`src/rtl/lsu.sv`:
```
// lsu -- load/store unit for the memory stage of the single-cycle core.
//
// Accepts one memory operation at a time from the core, checks it for
// alignment and funct3 legality, and performs a single access on a
// valid/ready memory port. Loads return sign- or zero-extended data.
// Stores return an acknowledgement with zero data. An access that stalls
// too long in REQ+WAIT is abandoned with an error.
//
// Ports
//   clk, rst                 clock, asynchronous active-high reset
//   req_valid / req_ready    core request handshake (req_ready = ~busy)
//   req_we, req_funct3       store select and RV32I funct3
//   req_addr, req_wdata      effective address and store data (rs2)
//   mem_valid / mem_ready    memory request handshake
//   mem_addr, mem_we         word-aligned address and write enable
//   mem_wstrb, mem_wdata     byte strobes and lane-replicated store data
//   mem_rvalid, mem_rdata    read data / store completion from memory
//   resp_valid               one-cycle completion pulse to writeback
//   resp_rdata, resp_err     extended load data, error flag
//   busy                     unit is not idle; the core stalls on it
module lsu #(
  parameter int TIMEOUT_CYCLES = 255
) (
  input  logic        clk,
  input  logic        rst,
  input  logic        req_valid,
  output logic        req_ready,
  input  logic        req_we,
  input  logic [2:0]  req_funct3,
  input  logic [31:0] req_addr,
  input  logic [31:0] req_wdata,
  output logic        mem_valid,
  input  logic        mem_ready,
  output logic [31:0] mem_addr,
  output logic        mem_we,
  output logic [3:0]  mem_wstrb,
  output logic [31:0] mem_wdata,
  input  logic        mem_rvalid,
  input  logic [31:0] mem_rdata,
  output logic        resp_valid,
  output logic [31:0] resp_rdata,
  output logic        resp_err,
  output logic        busy
);

  typedef enum logic [1:0] {IDLE, REQ, WAIT, RESP} state_t;

  state_t      state;
  logic [7:0]  cnt;
  logic [2:0]  funct3_q;
  logic [1:0]  off_q;
  logic [8:0]  cnt_inc;
  logic        timed_out;

  function automatic logic is_illegal(input logic we, input logic [2:0] f3,
                                      input logic [1:0] off);
    logic bad;
    bad = (f3 == 3'b011) || (f3 == 3'b110) || (f3 == 3'b111);
    if (we && f3[2]) bad = 1'b1;
    if (f3[1:0] == 2'b01 && off[0]) bad = 1'b1;
    if (f3[1:0] == 2'b10 && off != 2'b00) bad = 1'b1;
    return bad;
  endfunction

  function automatic logic [3:0] store_strb(input logic [2:0] f3, input logic [1:0] off);
    case (f3[1:0])
      2'b00:   return 4'b0001 << off;
      2'b01:   return 4'b0011 << off;
      default: return 4'b1111;
    endcase
  endfunction

  function automatic logic [31:0] store_data(input logic [2:0] f3, input logic [31:0] wdata);
    case (f3[1:0])
      2'b00:   return {4{wdata[7:0]}};
      2'b01:   return {2{wdata[15:0]}};
      default: return wdata;
    endcase
  endfunction

  function automatic logic [31:0] load_ext(input logic [2:0] f3, input logic [1:0] off,
                                           input logic [31:0] rdata);
    logic [31:0] s;
    s = rdata >> {off, 3'b000};
    case (f3)
      3'b000:  return {{24{s[7]}}, s[7:0]};
      3'b100:  return {24'd0, s[7:0]};
      3'b001:  return {{16{s[15]}}, s[15:0]};
      3'b101:  return {16'd0, s[15:0]};
      default: return rdata;
    endcase
  endfunction

  // cnt_inc equals the 1-based index of the current cycle spent in REQ+WAIT.
  assign cnt_inc   = {1'b0, cnt} + 9'd1;
  assign timed_out = (cnt_inc >= 9'(TIMEOUT_CYCLES));

  // All outputs below come from state alone, so reset drops them at once.
  assign busy       = (state != IDLE);
  assign req_ready  = ~busy;
  assign mem_valid  = (state == REQ);
  assign resp_valid = (state == RESP);

  always_ff @(posedge clk or posedge rst) begin
    if (rst) begin
      state      <= IDLE;
      cnt        <= 8'd0;
      funct3_q   <= 3'd0;
      off_q      <= 2'd0;
      mem_addr   <= 32'd0;
      mem_we     <= 1'b0;
      mem_wstrb  <= 4'd0;
      mem_wdata  <= 32'd0;
      resp_rdata <= 32'd0;
      resp_err   <= 1'b0;
    end else begin
      case (state)
        IDLE: begin
          if (req_valid) begin
            cnt        <= 8'd0;
            funct3_q   <= req_funct3;
            off_q      <= req_addr[1:0];
            mem_addr   <= {req_addr[31:2], 2'b00};
            mem_we     <= req_we;
            mem_wstrb  <= req_we ? store_strb(req_funct3, req_addr[1:0]) : 4'd0;
            mem_wdata  <= req_we ? store_data(req_funct3, req_wdata) : 32'd0;
            resp_rdata <= 32'd0;
            if (is_illegal(req_we, req_funct3, req_addr[1:0])) begin
              resp_err <= 1'b1;
              state    <= RESP;
            end else begin
              resp_err <= 1'b0;
              state    <= REQ;
            end
          end
        end
        REQ: begin
          cnt <= cnt_inc[7:0];
          // A handshake in the limit cycle still counts as progress.
          if (mem_ready) begin
            state <= WAIT;
          end else if (timed_out) begin
            resp_err <= 1'b1;
            state    <= RESP;
          end
        end
        WAIT: begin
          cnt <= cnt_inc[7:0];
          if (mem_rvalid) begin
            resp_rdata <= mem_we ? 32'd0 : load_ext(funct3_q, off_q, mem_rdata);
            resp_err   <= 1'b0;
            state      <= RESP;
          end else if (timed_out) begin
            resp_err <= 1'b1;
            state    <= RESP;
          end
        end
        RESP: begin
          state <= IDLE;
        end
        default: begin
          state <= IDLE;
        end
      endcase
    end
  end

endmodule

```
`config.mk`:
```
export PLATFORM = sky130hd
export DESIGN_NAME = lsu
export DESIGN_NICKNAME = d
export VERILOG_FILES = /design/src/rtl/lsu.sv
export SDC_FILE = /design/constraint.sdc
export NUM_CORES = 1
export LEC_CHECK = 0
export ABC_CLOCK_PERIOD_IN_PS = 3900
export BUFFER_PORTS_ARGS = -buffer_cell sky130_fd_sc_hd__buf_2
export CORE_ASPECT_RATIO = 1.4
export CORE_UTILIZATION = 45
export DETAILED_ROUTE_END_ITERATION = 8
export GPL_TIMING_DRIVEN = 0
export PLACE_DENSITY = 0.87
export SYNTH_ARGS = -nofsm -noshare
export SYNTH_HDL_FRONTEND = slang
export SYNTH_SLANG_ARGS = --single-unit
export TNS_END_PERCENT = 20
```
`constraint.sdc`:
```
create_clock -name clk -period 3.9 [get_ports clk]
set_input_delay 0.78 -clock clk [delete_from_list [all_inputs] [get_ports clk]]
set_output_delay 0.78 -clock clk [all_outputs]
set_load 0.02 [all_outputs]
```
==> results of run 1 <==
==> registers in the layout (all words and copies together) (netlist names) <==
| signal | flops |
|---|---|
| mem_we | 1 |
| funct3_q | 3 |
| resp_rdata | 32 |
| state | 2 |
| mem_wstrb | 4 |
| off_q | 2 |
| cnt | 8 |
| mem_addr | 30 |
| mem_wdata | 32 |
| resp_err | 1 |
==> final timing paths <==
check / depth (start not counted) / to / slack, ns / start
worst max-delay path: 8 / resp_rdata[8] / 1.46 / state[1]
worst min-delay path: 2 / resp_rdata[8] / 0.33 / rst
worst max register to register: 8 / resp_rdata[8] / 1.46 / state[1]
worst min register to register: 2 / mem_wdata[24] / 0.47 / mem_wdata[24]
max in group asynchronous: 3 / mem_wdata[21] / 2.86 / rst
min in group clk: 2 / mem_wdata[24] / 0.47 / mem_wdata[24]
==> through the flow <==
step	total power, W	instance area, um2	worst slack, ns
2_1_floorplan	0.00387	5570	0.0759
3_3_place_gp	0.00473	6790	-1.25
3_5_place_dp	0.00483	6830	1.56
4_1_cts	0.00639	7420	1.51
5_1_grt	0.00675	7420	1.34
6_report	0.00637	7420	1.46
==> placed cells by master (no fill, tap or decap), drive strengths merged, types with 7 or more instances in the layout <==
| cell | netlist | layout |
|---|---|---|
| a21oi | 13 | 13 |
| a221o | 24 | 24 |
| a22o | 7 | 7 |
| and2 | 11 | 11 |
| buf | 16 | 224 |
| clkbuf | 24 | 42 |
| dfrtp | 115 | 115 |
| inv | 11 | 13 |
| mux2 | 36 | 36 |
| mux2i | 32 | 32 |
| nand2 | 73 | 73 |
| nor2 | 25 | 25 |
| o211ai | 11 | 11 |
| o21ai | 46 | 46 |
| o22ai | 7 | 7 |
| o31ai | 10 | 10 |
==> cell type report <==
cell class,count,area (um2),share of cell area [%]
Buffer,40,173,2.33
Clock buffer,18,439,5.92
Clock inverter,14,156,2.11
Inverter,11,46.3,0.624
Multi-Input combinational cell,358,2480,33.4
Sequential cell,115,2880,38.8
Tap cell,147,184,2.48
Timing Repair Buffer,208,1060,14.3
==> per-layer routing <==
layer,wire length [um],vias up,GRT usage (%)
met5,0,-,0
met4,708,0,14.4
met3,1360,58,7.99
met2,8650,273,46.5
met1,5840,2481,29.2
li1,-,2353,-
==> power groups by stage <==
stage	logic [W]	registers [W]	clock network [W]
after floorplan	0.00135	0.00252	0
after global placement	0.00277	0.00196	0
after detailed placement	0.00284	0.00199	0
after CTS	0.00286	0.00197	0.00156
after global routing	0.00310	0.00204	0.00161
final	0.00286	0.00197	0.00154
==> cells by family (layout without fill, tap and decap cells) <==
| group | after synthesis | count (layout) | synth area share (%) |
|---|---|---|---|
| compound gates | 138 | 138 | 17.5 |
| xor+xnor | 3 | 3 | 0.472 |
| fa+ha+maj | 6 | 6 | 1.35 |
| buf+inv | 51 | 291 | 3.84 |
| flops | 115 | 115 | 51.7 |
| mux | 69 | 69 | 13.4 |
| other cells | 1 | 2 | 0.0673 |
| simple gates | 140 | 140 | 11.7 |
==> results.py, run 1 <==
metrics = {
    "timing": {
        "setup_viol_count_final": 0,
        "skew_ns": 0.00754,
        "fin_crit_ns": 2.44,
        "hold_viol": 0,
        "fin_crit_sh_pct": 62.6,
        "slew_viol_final": 0,
        "holdWs_ns": 0.328,
        "tightest_slew_ns": 0.672,
        "timing.fmax_mhz": 410,
        "rsz0062_at_grt": "no",
        "relSlewSlack_pct": 54.8,
        "fin_tns_setup_ns": 0,
    },
    "cts": {
        "cts_resized": 0,
        "clk_path_buf_depth": 2,
        "clock_sinks": 115,
        "cts_tree": "done",
        "cts_made_buffers": 17,
        "clk_pin_slew_worst_paths_ns": 0.06,
        "clock-root-buffer": "clkbuf_16",
        "clock_latency_ns": 0.41,
        "hold_buffers": 0,
        "cts_setup_buffers": 0,
        "htree_levels": 4,
    },
    "setup_path": {
        "cp.arrival_ns": 2.78,
        "slowest_delay_ns": 0.56,
        "start_kind": "flop",
        "cpMaxStageDelayCell": "nor3b_2",
        "critPathTopFamily": "simple AND/OR/NAND/NOR gates",
        "cp.buffers_inverters": 3,
        "path_class": "reg -> reg",
        "required_ns": 4.24,
        "crit_path_end_kind": "flop",
        "path_max_fanout": 10,
        "path_cells": "inv_1 -> ha_1 -> buf_2 -> nor2b_2 -> nor3_2 -> buf_4 -> nor3b_2 -> a221o_1",
    },
    "route": {
        "drc": 0,
        "drtIter0Drc": 225,
        "route.vias.total": 5165,
        "routed_via_density": 5.67,
        "detail-route-antenna-nets": 0,
        "wl_per_cell_um": 18.2,
        "routed_wirelength_mm": 16.6,
        "dr.pass1.iters": 7,
    },
    "logic_synthesis": {
        "synth.ff_latch_count": 115,
        "post-synth-top-area-fraction_pct": 51.7,
        "yosysUniqueCellTypes": 53,
        "post_synth_main_area_contributors": "dfrtp_1 (52%), mux2_2 (7.3%), mux2i_1 (5.8%), nand2_1 (4.9%), a221o_1 (4.3%)",
        "synth_common_cells": "dfrtp_1 (115), nand2_1 (72), o21ai_0 (46)",
        "yosysSeqAreaShare_pct": 51.7,
        "syn_area_um2": 5570,
        "synth_edf_count": 0,
        "yosys_warnings": 0,
        "postSynth.asyncResetShare_pct": 100,
        "synthCells": 523,
        "synth-main-ff-cell": "dfrtp_1",
        "syn_avg_cell_area_um2": 10.6,
        "yosys.area.top_type": "dfrtp_1",
        "post-synth-top-count-cell": "dfrtp_1",
    },
    "layout": {
        "fin_nets": 862,
        "final_layout_size_suffix_gt1_share_pct": 38.7,
        "stdcell_count": 911,
        "diodes": 0,
        "fillers": 1010,
        "utilization_pct": 62.2,
        "syn_to_final_growth_pct": 33.3,
    },
    "grt": {
        "grt_pass1_vias": 5181,
        "grt_util_all_layers_pct": 27.1,
        "grt_pass1_wl_mm": 26.2,
        "grt_max_degree": 91,
        "antenna_found_initial": 0,
        "grt_overflow": 0,
    },
    "die": {
        "fp.dieW_um": 96.0,
        "core_um2": 11900,
        "start_util_pct": 46.7,
        "num_rows": 47,
        "io_pins": 211,
        "die_height_um": 134,
        "die_area_um2": 12800,
    },
    "pwr": {
        "peakVddDrop_mv": 0.387,
        "leakagePower_nw": 3.76,
        "internal-power_w": 0.00374,
        "netSwitchingFraction_pct": 41.2,
        "power_density_nw_per_um2": 858,
        "p_clk_share_pct": 24.2,
        "power_frac_seq_pct": 30.9,
        "comb_power_share_pct": 44.9,
        "power.switching_w": 0.00263,
    },
    "min_path": {
        "hp-class": "in -> async",
    },
    "run": {
        "maxCapViolCount": 0,
    },
    "placement": {
        "gp_congestion": 0.982,
        "port_buffers": 207,
        "dpl.hpwl_mm": 12.4,
        "dp.cells": 879,
    },
    "outcome": {
        "status": "finished, final reports clean",
    },
}
Power figures use the tool's default switching activity.
==> inputs of run 2 (changes only) <==
--- a/config.mk
+++ b/config.mk
@@ -5,7 +5,7 @@
 export SDC_FILE = /design/constraint.sdc
 export NUM_CORES = 1
 export LEC_CHECK = 0
-export ABC_CLOCK_PERIOD_IN_PS = 3900
+export ABC_CLOCK_PERIOD_IN_PS = 2160
 export BUFFER_PORTS_ARGS = -buffer_cell sky130_fd_sc_hd__buf_2
 export CORE_ASPECT_RATIO = 1.4
 export CORE_UTILIZATION = 45
==> constraint.sdc (replaced) <==
create_clock -name clk -period 2.16 [get_ports clk]
set_input_delay 0.432 -clock clk [delete_from_list [all_inputs] [get_ports clk]]
set_output_delay 0.432 -clock clk [all_outputs]
set_load 0.02 [all_outputs]
==> results.py, run 2 (synthesis gave the netlist of run 1 again) <==
metrics = {
    "setup_path": {
        "path_class": "reg -> reg",
        "cpMaxStageDelayCell": "dfrtp_1",
        "cp-startpoint": "state[1]",
        "path_cells": "inv_1 -> ha_2 -> buf_6 -> nor2b_4 -> nor3_4 -> and2_1 -> clkbuf_2 -> buf_4 -> a221o_1",
        "slowest_delay_ns": 0.41,
        "r2r-start": "state[1]",
        "cp.arrival_ns": 2.34,
        "start_kind": "flop",
        "required_ns": 2.44,
        "path_max_fanout": 10,
        "crit_path_end_kind": "flop",
    },
    "timing": {
        "slew_viol_final": 0,
        "rsz0062_at_grt": "no",
        "timing.fmax_mhz": 485,
        "fin_crit_sh_pct": 95.5,
        "hold_viol": 0,
        "setup_viol_count_final": 0,
        "fin_ws_ns": 0.0968,
        "relSlewSlack_pct": 50.8,
        "tightest_slew_ns": 0.738,
        "fin_tns_setup_ns": 0,
        "skew_ns": 0.00509,
        "holdWs_ns": 0.256,
        "fin_crit_ns": 2.06,
    },
    "route": {
        "route.vias.total": 5206,
        "dr.pass1.iters": 6,
        "detail-route-antenna-nets": 0,
        "drc": 0,
        "drtIter0Drc": 257,
        "wl_per_cell_um": 18.4,
        "routed_via_density": 5.70,
        "routed_wirelength_mm": 16.8,
    },
    "layout": {
        "diodes": 0,
        "syn_to_final_growth_pct": 34.8,
        "finalInstanceArea_um2": 7510,
        "fin_nets": 865,
        "final_layout_size_suffix_gt1_share_pct": 40.4,
        "mostFrequentLayoutCell": "buf_2",
        "fillers": 1010,
        "reg.largest.list": "mem_wdata: 32 flops, resp_rdata: 32 flops, mem_addr: 30 flops",
        "mostFrequentLayoutCells": "buf_2 (213), dfrtp_1 (115), nand2_1 (72), o21ai_0 (46), mux2_2 (36)",
    },
    "grt": {
        "antenna_found_initial": 0,
        "grt_pass1_vias": 5243,
        "grt_pass1_wl_mm": 26.1,
        "grt_max_degree": 42,
        "grt_util_all_layers_pct": 27.2,
        "grt_overflow": 0,
    },
    "die": {
        "die_area_um2": 12800,
        "start_util_pct": 46.7,
        "fp.dieW_um": 96.0,
        "num_rows": 47,
        "core_um2": 11900,
        "io_pins": 211,
        "die_height_um": 134,
    },
    "cts": {
        "clk_pin_slew_worst_paths_ns": 0.06,
        "cts_made_buffers": 17,
        "clock_latency_ns": 0.40,
        "cts_tree": "done",
        "clock_sinks": 115,
        "clock-root-buffer": "clkbuf_16",
        "htree_levels": 4,
        "clk_path_buf_depth": 2,
    },
    "outcome": {
        "status": "finished, final reports clean",
    },
    "pwr": {
        "power_frac_seq_pct": 30.7,
        "netSwitchingFraction_pct": 41.2,
        "total_power_w": 0.0116,
        "peakVddDrop_mv": 0.781,
        "power_density_nw_per_um2": 1550,
        "power.switching_w": 0.00478,
        "p_clk_share_pct": 23.8,
        "internal-power_w": 0.00683,
        "leakagePower_nw": 3.79,
        "comb_power_share_pct": 45.5,
    },
    "placement": {
        "gp_congestion": 0.927,
        "pre_cts_slack_ns": -0.242,
        "placed_area_um2": 6860,
        "dpl.hpwl_mm": 12.7,
        "port_buffers": 207,
    },
    "min_path": {
        "hp-class": "in -> reg",
        "hold_path.startpoint": "req_addr[4]",
    },
    "run": {
        "maxCapViolCount": 0,
    },
}
[run 2: cell types whose count changed in the layout (fill, tap and decap cells not counted), sizes merged]
cell,change
clkinvlp,+3
clkbuf,+2
inv,-2
clkinv,-2
dlygate4sd3,+1
buf,+1
[run 2: metrics by stage]
step                instances  util [%]
detailed placement        881      57.4
global route              914      62.9
finish                    914      62.9
global placement          878      56.9
CTS                       914      62.7
floorplan                 524         -
[run 2: cell type report]
class,instances,area (um2),area share (%)
Inverter,11,45.0,0.600
Clock inverter,13,134,1.78
Sequential cell,115,2880,38.3
Timing Repair Buffer,212,1110,14.8
Buffer,39,188,2.50
Tap cell,147,184,2.45
Clock buffer,19,453,6.03
Multi-Input combinational cell,358,2510,33.5
[run 2: path summary, 6_finish.rpt]
check                      slack [ns]  depth (start not counted)            end
setup reg to reg                  0.1                          9  resp_rdata[8]
hold / removal                   0.26                          2    mem_addr[4]
hold reg to reg                  0.47                          2   mem_wstrb[3]
min in group asynchronous        0.49                          3   mem_addr[15]
setup / recovery                  0.1                          9  resp_rdata[8]
max in group asynchronous        0.98                          5    funct3_q[0]
[run 2: power groups by stage]
stage	Clock (W)	Sequential (W)	Combinational, W
after global placement	0	0.00354	0.00501
after global routing	0.00290	0.00369	0.00568
after detailed placement	0	0.00359	0.00517
after floorplan	0	0.00455	0.00244
final	0.00276	0.00357	0.00528
after CTS	0.00280	0.00357	0.00522
[run 2: per-layer routing]
metal	vias up	share of wire, %	GRT usage, %
li1	2355	-	-
met1	2499	36	29.2
met2	285	51	47.0
met3	67	8.1	7.36
met4	0	4.9	15.0
met5	-	0	0
[run 2: what timing repair did]
action	in CTS	in global routing
setup endpoints to repair	58	76
endpoints found under the hold margin	3	0
hold buffers	1	0
setup buffers	1	0
cloned	0	0
resized for setup	6	16
[run 2: worst max-delay path: cells and delay by family (launching register included)]
| kind | cells | cell delay (ns) |
|---|---|---|
| AO/OA/AOI/OAI | 1 | 0.35 |
| adder cells (fa/ha/maj) | 1 | 0.19 |
| buffers and inverters | 4 | 0.55 |
| flip-flops | 1 | 0.41 |
| AND/OR/NAND/NOR | 3 | 0.43 |
==> inputs of run 3 (changes only) <==
--- a/config.mk
+++ b/config.mk
@@ -12,6 +12,7 @@
 export DETAILED_ROUTE_END_ITERATION = 8
 export GPL_TIMING_DRIVEN = 0
 export PLACE_DENSITY = 0.87
+export REMOVE_ABC_BUFFERS = 1
 export SYNTH_ARGS = -nofsm -noshare
 export SYNTH_HDL_FRONTEND = slang
 export SYNTH_SLANG_ARGS = --single-unit
==> results.py, run 3 (synthesis gave the netlist of run 1 again) <==
metrics = {
    "route": {
        "routed_wirelength_mm": 14.5,
        "drc": 0,
        "route.vias.total": 4951,
        "dr.pass1.iters": 5,
        "wl_per_cell_um": 16.4,
        "routed_via_density": 5.62,
        "detail-route-antenna-nets": 0,
        "drtIter0Drc": 251,
    },
    "cts": {
        "clk_pin_slew_worst_paths_ns": 0.06,
        "clock_latency_ns": 0.40,
        "htree_levels": 4,
        "cts_made_buffers": 17,
        "clock_sinks": 115,
        "clock-root-buffer": "clkbuf_16",
        "clk_path_buf_depth": 2,
        "cts_tree": "done",
    },
    "pwr": {
        "leakagePower_nw": 3.74,
        "internal-power_w": 0.00692,
        "p_clk_share_pct": 25.1,
        "netSwitchingFraction_pct": 40.1,
        "power_frac_seq_pct": 32.3,
        "power_density_nw_per_um2": 1560,
        "power.switching_w": 0.00464,
        "comb_power_share_pct": 42.6,
        "peakVddDrop_mv": 0.765,
    },
    "layout": {
        "mostFrequentLayoutCell": "buf_2",
        "mostFrequentLayoutCells": "buf_2 (208), dfrtp_1 (113), nand2_1 (71), o21ai_0 (46), mux2_2 (36)",
        "utilization_pct": 61.9,
        "fin_nets": 832,
        "diodes": 0,
        "reg.largest.list": "mem_wdata: 32 flops, resp_rdata: 32 flops, mem_addr: 30 flops",
        "syn_to_final_growth_pct": 32.7,
        "final_layout_size_suffix_gt1_share_pct": 41.0,
    },
    "die": {
        "num_rows": 47,
        "start_util_pct": 46.7,
        "fp.dieW_um": 96.0,
        "die_area_um2": 12800,
        "core_um2": 11900,
        "die_height_um": 134,
        "io_pins": 211,
    },
    "grt": {
        "grt_pass1_wl_mm": 23.3,
        "grt_overflow": 0,
        "grt_pass1_vias": 4913,
        "grt_max_degree": 82,
        "antenna_found_initial": 0,
        "grt_util_all_layers_pct": 23.4,
    },
    "setup_path": {
        "required_ns": 2.44,
        "start_kind": "flop",
        "path_class": "reg -> reg",
        "r2r-start": "state[0]",
        "cp.arrival_ns": 2.32,
        "cp-startpoint": "state[0]",
        "crit_path_end_kind": "flop",
        "path_max_fanout": 81,
    },
    "placement": {
        "gp_congestion": 0.824,
        "dpl.hpwl_mm": 9.99,
        "pre_cts_slack_ns": -0.784,
        "port_buffers": 208,
    },
    "outcome": {
        "status": "finished, final reports clean",
    },
    "run": {
        "maxCapViolCount": 0,
    },
    "timing": {
        "fin_crit_sh_pct": 94.6,
        "relSlewSlack_pct": 32.6,
        "setup_viol_count_final": 0,
        "slew_viol_final": 0,
        "fin_tns_setup_ns": 0,
        "fin_ws_ns": 0.117,
        "hold_viol": 0,
        "tightest_slew_ns": 1.01,
        "rsz0062_at_grt": "no",
        "timing.fmax_mhz": 490,
        "skew_ns": 0.00935,
        "fin_crit_ns": 2.04,
    },
    "min_path": {
        "hp-class": "in -> async",
    },
}
## run 3: cell types whose count changed in the layout (fill, tap and decap cells not counted), sizes merged
cell         previous run  this run
buf                   225       217
bufinv                  2         3
clkbuf                 44        19
clkinv                  4         3
clkinvlp                7         3
dlygate4sd3             1         0
inv                    11        16
## run 3: cell type report
cell class                 count  area, um2
clock inverter                14        175
sequential                   115       2880
clock buffer                  18        439
inverter                      11       46.3
fill                         985       4550
multi-input combinational    358       2510
timing repair buffer         218       1150
tap                          147        184
## run 3: metal layers
layer | share of wire [%] | track usage, %
met1 | 39 | 27.8
met4 | 1.4 | 8.21
met2 | 52 | 40.1
met3 | 7.3 | 6.34
met5 | 0 | 0
## run 3: critical path, stage by stage, from the launching register on
cell and delay, ns:
dfrtp_1 0.41, inv_1 0.10, ha_2 0.28, nand2_4 0.65, mux2_2 0.42
## run 3: path summary, 6_finish.rpt
check                                 end  slack [ns]  cells after the start
min                        resp_rdata[17]        0.08                      2
min in group clk              mem_addr[6]        0.25                      2
max in group asynchronous   mem_wdata[24]        1.40                      3
max reg2reg                   mem_addr[2]        0.12                      4
min reg2reg                 mem_wdata[30]        0.47                      2
max                           mem_addr[2]        0.12                      4
## run 3: power groups by stage
stage / registers, W / logic, W / clock network, W
2_1_floorplan: 0.00468 / 0.00217 / 0
3_3_place_gp: 0.00372 / 0.00464 / 0
3_5_place_dp: 0.00375 / 0.00479 / 0
4_1_cts: 0.00375 / 0.00489 / 0.00296
5_1_grt: 0.00385 / 0.00534 / 0.00304
6_report: 0.00373 / 0.00492 / 0.00290
## run 3: timing repair
action                     4_1_cts  5_1_grt
hold buffers                     0        0
resized for setup               11        0
buffers inserted                 6        1
setup endpoints to repair       63        5
pin swaps                        2        0
## run 3: stage by stage
stage / total power (W) / cells / instance area (um2) / hold slack [ns]
after floorplan: 0.00685 / 484 / 5400 / 0.471
after global placement: 0.00836 / 839 / 6630 / 0.448
after detailed placement: 0.00854 / 842 / 6680 / 0.459
after CTS: 0.0116 / 880 / 7370 / 0.0854
after global routing: 0.0122 / 881 / 7390 / 0.116
final: 0.0116 / 881 / 7390 / 0.0766
